$ cat src/rtl/trade_executor_if.sv
// Order handshake between the trade executor and the order/LED display stage.
// An order transfers on a cycle where order_valid and order_ready are both high; side and price hold while valid waits.
interface trade_executor_if;
    logic       order_valid;
    logic       order_side;
    logic [7:0] order_price;
    logic       order_ready;

    modport master (
        output order_valid,
        output order_side,
        output order_price,
        input  order_ready
    );

    modport slave (
        input  order_valid,
        input  order_side,
        input  order_price,
        output order_ready
    );
endinterface

$ cat src/rtl/trade_executor.sv
// Confirms persistent BUY/SELL levels, issues one order per confirmation over a
// valid/ready handshake, tracks signed net position and enforces a post-trade cooldown.
module trade_executor #(
    parameter int CONFIRM_CYCLES  = 4,
    parameter int COOLDOWN_CYCLES = 8,
    parameter int MAX_POS         = 3,
    parameter int POS_W           = 4
) (
    input  logic                    clk,
    input  logic                    rst_n,
    input  logic                    enable,
    input  logic                    buy_sig,
    input  logic                    sell_sig,
    input  logic [7:0]              price_in,
    trade_executor_if.master        order,
    output logic signed [POS_W-1:0] position,
    output logic [7:0]              order_count,
    output logic                    conflict,
    output logic                    busy,
    output logic [1:0]              fsm_state
);

    typedef enum logic [1:0] {
        IDLE     = 2'd0,
        CONFIRM  = 2'd1,
        ISSUE    = 2'd2,
        COOLDOWN = 2'd3
    } state_t;

    localparam int CNT_W = $clog2(CONFIRM_CYCLES + 1);
    localparam int CD_W  = $clog2(COOLDOWN_CYCLES + 1);

    localparam logic [CNT_W-1:0]        CONFIRM_LAST = CNT_W'(CONFIRM_CYCLES);
    localparam logic [CD_W-1:0]         CD_LOAD      = CD_W'(COOLDOWN_CYCLES);
    localparam logic signed [POS_W-1:0] POS_MAX      = POS_W'(MAX_POS);
    localparam logic signed [POS_W-1:0] POS_MIN      = -POS_MAX;
    localparam logic signed [POS_W-1:0] POS_ONE      = POS_W'(1);

    state_t                  state, state_n;
    logic [CNT_W-1:0]        cnt, cnt_n;
    logic [CD_W-1:0]         cd, cd_n;
    logic                    side_q, side_n;
    logic [7:0]              price_q, price_n;
    logic signed [POS_W-1:0] pos_n;
    logic [7:0]              count_n;
    logic                    conflict_n;

    logic qual_buy, qual_sell, qual_latched;

    // The limit is checked on every sample, so a run of samples can never push position past the bounds.
    assign qual_buy     = enable & buy_sig & ~sell_sig & (position < POS_MAX);
    assign qual_sell    = enable & sell_sig & ~buy_sig & (position > POS_MIN);
    assign qual_latched = side_q ? qual_buy : qual_sell;

    always_comb begin
        state_n    = state;
        cnt_n      = cnt;
        cd_n       = cd;
        side_n     = side_q;
        price_n    = price_q;
        pos_n      = position;
        count_n    = order_count;
        conflict_n = conflict | (buy_sig & sell_sig);

        case (state)
            IDLE: begin
                if (qual_buy | qual_sell) begin
                    side_n  = qual_buy;
                    cnt_n   = CNT_W'(1);
                    state_n = CONFIRM;
                end
            end
            CONFIRM: begin
                if (qual_latched) begin
                    cnt_n = cnt + 1'b1;
                    if (cnt_n == CONFIRM_LAST) begin
                        price_n = price_in;
                        state_n = ISSUE;
                    end
                end else begin
                    state_n = IDLE;
                end
            end
            ISSUE: begin
                if (order.order_ready) begin
                    pos_n   = side_q ? (position + POS_ONE) : (position - POS_ONE);
                    count_n = order_count + 8'd1;
                    cd_n    = CD_LOAD;
                    state_n = COOLDOWN;
                end
            end
            COOLDOWN: begin
                if (cd == CD_W'(1)) begin
                    state_n = IDLE;
                end else begin
                    cd_n = cd - 1'b1;
                end
            end
            default: state_n = IDLE;
        endcase
    end

    always_ff @(posedge clk or negedge rst_n) begin
        if (!rst_n) begin
            state       <= IDLE;
            cnt         <= '0;
            cd          <= '0;
            side_q      <= 1'b0;
            price_q     <= 8'd0;
            position    <= '0;
            order_count <= 8'd0;
            conflict    <= 1'b0;
        end else begin
            state       <= state_n;
            cnt         <= cnt_n;
            cd          <= cd_n;
            side_q      <= side_n;
            price_q     <= price_n;
            position    <= pos_n;
            order_count <= count_n;
            conflict    <= conflict_n;
        end
    end

    // Valid is decoded from state so an asynchronous reset retracts it at once.
    assign order.order_valid = (state == ISSUE);
    assign order.order_side  = side_q;
    assign order.order_price = price_q;
    assign busy              = (state != IDLE);
    assign fsm_state         = state;

endmodule

$ cat src/flat_wrapper.sv
// flat-port wrapper written by rule: the top's interface ports become plain ports
module trade_executor_flat 
#(
    parameter int CONFIRM_CYCLES  = 4,
    parameter int COOLDOWN_CYCLES = 8,
    parameter int MAX_POS         = 3,
    parameter int POS_W           = 4
)
  (clk, rst_n, enable, buy_sig, sell_sig, price_in, position, order_count, conflict, busy, fsm_state, order_order_valid, order_order_side, order_order_price, order_order_ready);
  trade_executor_if order_i ();
  input  logic clk;
  input  logic rst_n;
  input  logic enable;
  input  logic buy_sig;
  input  logic sell_sig;
  input  logic [7:0] price_in;
  output logic signed [POS_W-1:0] position;
  output logic [7:0] order_count;
  output logic conflict;
  output logic busy;
  output logic [1:0] fsm_state;
  output wire logic [$bits(order_i.order_valid)-1:0] order_order_valid;
  output wire logic [$bits(order_i.order_side)-1:0] order_order_side;
  output wire logic [$bits(order_i.order_price)-1:0] order_order_price;
  input wire logic [$bits(order_i.order_ready)-1:0] order_order_ready;
  assign order_order_valid = order_i.order_valid;
  assign order_order_side = order_i.order_side;
  assign order_order_price = order_i.order_price;
  assign order_i.order_ready = order_order_ready;
  trade_executor #(.CONFIRM_CYCLES(CONFIRM_CYCLES), .COOLDOWN_CYCLES(COOLDOWN_CYCLES), .MAX_POS(MAX_POS), .POS_W(POS_W)) u_core (.clk(clk), .rst_n(rst_n), .enable(enable), .buy_sig(buy_sig), .sell_sig(sell_sig), .price_in(price_in), .order(order_i), .position(position), .order_count(order_count), .conflict(conflict), .busy(busy), .fsm_state(fsm_state));
endmodule
$ cat config.mk
export PLATFORM = sky130hd
export DESIGN_NAME = trade_executor_flat
export DESIGN_NICKNAME = d
export VERILOG_FILES = /design/src/rtl/trade_executor_if.sv /design/src/rtl/trade_executor.sv /design/src/flat_wrapper.sv
export SDC_FILE = /design/constraint.sdc
export NUM_CORES = 1
export LEC_CHECK = 0
export CORE_UTILIZATION = 35
export CTS_CLUSTER_SIZE = 24
export DETAILED_ROUTE_END_ITERATION = 7
export DONT_BUFFER_PORTS = 1
export SLEW_MARGIN = 20
export SYNTH_ARGS = -nofsm -noshare
export SYNTH_HDL_FRONTEND = slang
export SYNTH_SLANG_ARGS = --single-unit
export TNS_END_PERCENT = 30
$ cat constraint.sdc
create_clock -name clk -period 5.2 [get_ports clk]
set_clock_uncertainty 0.05 [all_clocks]
set_input_delay 0.26 -clock clk [delete_from_list [all_inputs] [get_ports clk]]
set_output_delay 0.26 -clock clk [all_outputs]
set_load 0.005 [all_outputs]
Word-level counts from Yosys, hierarchy flattened
Cells that the tools add are included.

storage, ports and cells
  input bits = 14
  output and inout bits = 26
  bits in registers = 31

operators by class
  muxes and demuxes = 14
  add/sub/neg operators = 5
  reductions and logical operators = 10
  bitwise operators = 11
  magnitude comparators = 2
  equality and inequality tests = 11

operators with widths
  kind                                                        number
  2-to-1 mux 4 bit                                            3
  2-to-1 mux 2 bit                                            5
  AND reduction 3 bit                                         3
  adder 8 x 1 -> 8 bit, second input constant                 1
  inequality test 2 x 1 -> 1 bit, second input constant       4
  case mux 2 bit (4 select lines)                             1
  case mux 4 bit (2 select lines)                             1
  AND 1 bit                                                   7
  2-to-1 mux 3 bit                                            2
  case mux 3 bit (2 select lines)                             1
  nonzero test 2 bit                                          3
  adder 4 x 2 -> 4 bit, second input constant                 1
  == test 2 bit, second input constant                        2
  == test 4 x 1 -> 1 bit, second input constant               1
  > comparator 4 x 3 -> 1 bit, second input constant          1
  less-than comparator 4 x 3 -> 1 bit, second input constant  1
  AND reduction 2 bit                                         2
  AND reduction 4 bit                                         1
  subtractor 4 x 1 -> 4 bit, second input constant            1
  subtractor 4 x 2 -> 4 bit, second input constant            1
  adder 3 x 1 -> 3 bit, second input constant                 1
  == test 3 bit, second input constant                        1
  inequality test 3 bit, second input constant                1
  == test 2 x 1 -> 1 bit, second input constant               1
  other kinds (5)                                             7

Logic depth before layout (Yosys ltp)
  word-level depth = 6
  mapped depth = 6

Worst setup path after synthesis
OpenSTA, ideal clock, no wires.

  kind = register -> register
  start point = reg u_core.position[1]
  end point = reg u_core.price_q[0], in the netlist u_core.order.order_price[0]
  period minus slack after synthesis = 1,952 ps
  library setup time = 125 ps
  data arrival time = 1,777 ps
  slack = 3,248 ps
  cell stages (with the launch flop) = 5
  cell sequence = dfrtp_1 > nand2_1 > a2111o_1 > a211oi_4 > mux2_2

on the way
  word-level cells in the longest chain between the ends = 4
  elaborated cells between the ends (all ways) = 6

ends and longest elaborated chain
  element                                                                                    RTL line                                    RTL
  from (decl)                                                                                trade_executor.sv:16                        output logic signed [POS_W-1:0] position,
  from (signal assigned)                                                                     trade_executor.sv:119                       position <= pos_n;
  > comparator 4 x 3 -> 1 bit / less-than comparator 4 x 3 -> 1 bit (equally long branches)  trade_executor.sv:52, trade_executor.sv:51
  AND 1 bit, on equally long branches                                                        trade_executor.sv:52, trade_executor.sv:51
  2-to-1 mux 1 bit (*)                                                                       trade_executor.sv:53                        assign qual_latched = side_q ? qual_buy : qual_sell;
  AND reduction 3 bit (no line) (*)                                                          n/a
  to (signal assigned)                                                                       trade_executor.sv:118                       price_q <= price_n;
  to (decl)                                                                                  trade_executor.sv:43                        logic [7:0] price_q, price_n;

Every way passes the cells marked *; elsewhere a longest branch is shown, timed or not.
A chain may end at the register's enable or synchronous reset.

Worst setup path in the final report
  start point = reg u_core.position[1]
  end point = reg u_core.price_q[2], in the netlist u_core.order.order_price[2]

Same word-level chain as after synthesis.

==> flow_summary_export.csv <==
group,metric,value,unit
timing,period_share,0.4169,
setup_path,crit_arrival,2.29,ns
clock_tree,cts-root-buf,"clkbuf_8",
timing,finalSetupViolations,0,
grt,grt_pass1_wl,4947,um
route,drt_first_pass_iters,4,
timing,tns,0,ns
floorplan,die_h,68.69,um
route,num_vias,1059,
synth,syn_nets,161,
setup_path,end_kind,"register",
clock_tree,numCtsBuffers,5,
timing,relSlewSlack,0.6694,
worst_hold_path,hold_start,"sell_sig",
synth,postSynthRegisterBits,31,
layout,final_common_cell,"dfrtp_1",
worst_hold_path,hold_path.class,"in -> reg",
timing,grt_setup_unrepaired,"no",
power,p_leak,0.7934,nW
place,place_area,1608,um^2
route,antenna_left,0,
synth,ys_seq_area_frac,0.4984,
grt,overflow,0,
clock_tree,htreeDepth,2,
layout,antenna_cells,0,
setup_path,critical_path.slowest_cell,"a211oi_4",
route,viasPerCell,5.403,
grt,first_global_vias,1083,
floorplan,dieArea,4718,um^2
route,routed_wirelength,2987,um
power,max-vdd-ir-drop,0.1820,mV
layout,synthToLayoutAreaGrowth,12.78,%
setup_path,path_delay_family,"compound AO/OA/AOI/OAI gates",
layout,final_area,1755,um^2
place,dp_hpwl,2156,um
route,initialDrtViolationCount,36,
clock_tree,clockBufferDepth,2,
setup_path,cp.buffers_inverters,0,
timing,tightest_slew,0.4944,ns
layout,drive_above_1_share,0.1507,
floorplan,coreArea,4144,um^2
synth,syn-mean-instance-area,11.20,um^2
timing,fin_crit,2.168,ns
route,drc,0,
synth,yosys_warnings,0,
synth,synth_cells,139,
power,powerDensity,518.4,nW/um^2
clock_tree,insertion_delay,0.28,ns
setup_path,cpPeakStageDelay,0.51,ns
floorplan,initial_core_util,0.3756,
clock_tree,clkTransAtPathRegs,0.07,ns
synth,synth_area,1556,um^2
place,portBuffers,0,
grt,track_usage,0.1502,
route,wl_per_cell,15.24,um
layout,final_cell_mix,"dfrtp_1 (31), nand2_1 (19), xnor2_1 (10), mux2_2 (8), ha_1 (7)",
floorplan,io_pins,40,
job,drv_cap,0,
floorplan,rows,23,
grt,antenna_found_initial,0,
synth,synth_cell_types,40,
setup_path,critPathKind,"reg -> reg",
place,place_congestion,0.8199,
setup_path,crit_chain,"nand2_1, a2111o_1, a211oi_4, mux2_2",
timing,finalHoldViolCount,0,
layout,fin_nets,167,
floorplan,die_w,68.69,um
layout,postLayoutCoreUtil,0.4236,
setup_path,cp_max_fo,9,
setup_path,startpoint_type,"register",
setup_path,cp-startpoint,"u_core.position[1]",
setup_path,cp.required,5.32,ns
timing,maxSlewViolCount,0,
clock_tree,cts_setup_buffers,0,
clock_tree,cts_tree,"done",
timing,clock.fmax,461.2,MHz
clock_tree,cts_num_sinks,31,
status,run_status,"completed",
setup_path,r2r-start,"u_core.position[1]",
grt,grt_max_degree,32,
[sequential cells by signal, indices dropped and copies added, names as in the netlist, named ones only]
name                      count
u_core.cd                     4
u_core.cnt                    3
u_core.conflict               1
u_core.fsm_state              1
u_core.order.order_price      8
u_core.order.order_side       1
u_core.order_count            8
u_core.position               4
[power by group]
part	total, mW	switching [mW]	internal, mW
registers	0.415	0.110	0.306
logic	0.250	0.125	0.125
clock network	0.245	0.0897	0.155
total	0.910	0.325	0.585
[synthesized netlist by cell type (all sizes together)]
cell | instances | area share
and3 | 1 | 0.0040
a31oi | 1 | 0.0040
o21ai | 6 | 0.019
xor2 | 3 | 0.017
a221o | 1 | 0.0064
and3b | 2 | 0.011
a21oi | 3 | 0.0096
a221oi | 1 | 0.0056
nand2b | 1 | 0.0040
nor2b | 1 | 0.0040
a211o | 1 | 0.0064
a22o | 3 | 0.017
nand4 | 4 | 0.016
nor3b | 1 | 0.0048
mux2 | 8 | 0.058
nand3b | 1 | 0.0048
a211oi | 1 | 0.013
and4 | 1 | 0.0056
dfrtp | 31 | 0.50
inv | 5 | 0.012
nand3 | 3 | 0.0096
nor3 | 1 | 0.0032
mux2i | 2 | 0.013
nand2 | 19 | 0.046
o211ai | 1 | 0.0048
clkbuf | 3 | 0.0072
fa | 1 | 0.013
nor2 | 5 | 0.012
a2111o | 1 | 0.0072
a2111oi | 1 | 0.0056
a21o | 3 | 0.015
ha | 7 | 0.056
o2111ai | 1 | 0.0056
o22ai | 1 | 0.0040
or3b | 1 | 0.0056
xnor2 | 10 | 0.056
o22a | 1 | 0.0056
o21a | 1 | 0.0048
or2 | 1 | 0.0040
[path summary, 6_finish.rpt]
path | endpoint | slack, ns | cells after the start
worst min-delay path | u_core.conflict | 0.04 | 1
worst min register to register | u_core.conflict | 0.44 | 1
max in group asynchronous | u_core.position[0] | 4.54 | 2
worst max register to register | u_core.order.order_price[2] | 3.03 | 4
worst max-delay path | u_core.order.order_price[2] | 3.03 | 4
min in group asynchronous | u_core.order_count[5] | 0.39 | 2
[worst register-to-register path, cell delays in order, from the launching register on]
cell and delay, ns:
dfrtp_1 0.47, nand2_1 0.13, a2111o_1 0.50, a211oi_4 0.52
mux2_2 0.40
[cell families after synthesis]
kind of cell	after synthesis	share of synthesized area
AOI/OAI and AO/OA	27	0.1343
DFF	31	0.4984
muxes	10	0.07074
and+or+nand+nor	42	0.1351
xor gates and xnor gates	13	0.07315
adders and majority gates	8	0.06913
buffers and inverters	8	0.01929
[area by class of cell]
type                       instances  area, um^2
fill                             420        2389
sequential                        31       775.7
multi-input combinational        100       750.7
clock buffer                       6       82.58
tap                               50       62.56
clock inverter                     2       35.03
timing repair buffer               2       30.03
inverter                           5       18.77
[metrics by stage]
step | worst slack (ns) | power [mW] | hold WS, ns | cells
floorplan | 3.248 | 0.6035 | -0.08559 | 139
finish | 3.032 | 0.9101 | 0.04432 | 196
global route | 2.898 | 0.9855 | 0.03313 | 196
global placement | 3.095 | 0.6479 | -0.08494 | 186
CTS | 3.025 | 0.9228 | 0.03373 | 196
detailed placement | 3.037 | 0.6662 | -0.08496 | 186
[timing repair]
action                                 CTS  global route
resized for setup                        0             0
endpoints found under the hold margin   31             0
hold buffers                             2             0
setup endpoints to repair                0             0
[per-layer routing]
metal / vias to the layer above / global-route usage / part of all wire
met1: 511 / 0.1672 / 0.44
met3: 7 / 0.06250 / 0.068
met4: 0 / 0.07813 / 0.020
met2: 33 / 0.2439 / 0.48
li1: 508 / - / -
met5: - / 0 / 0
(Power assumes the default switching activity.)
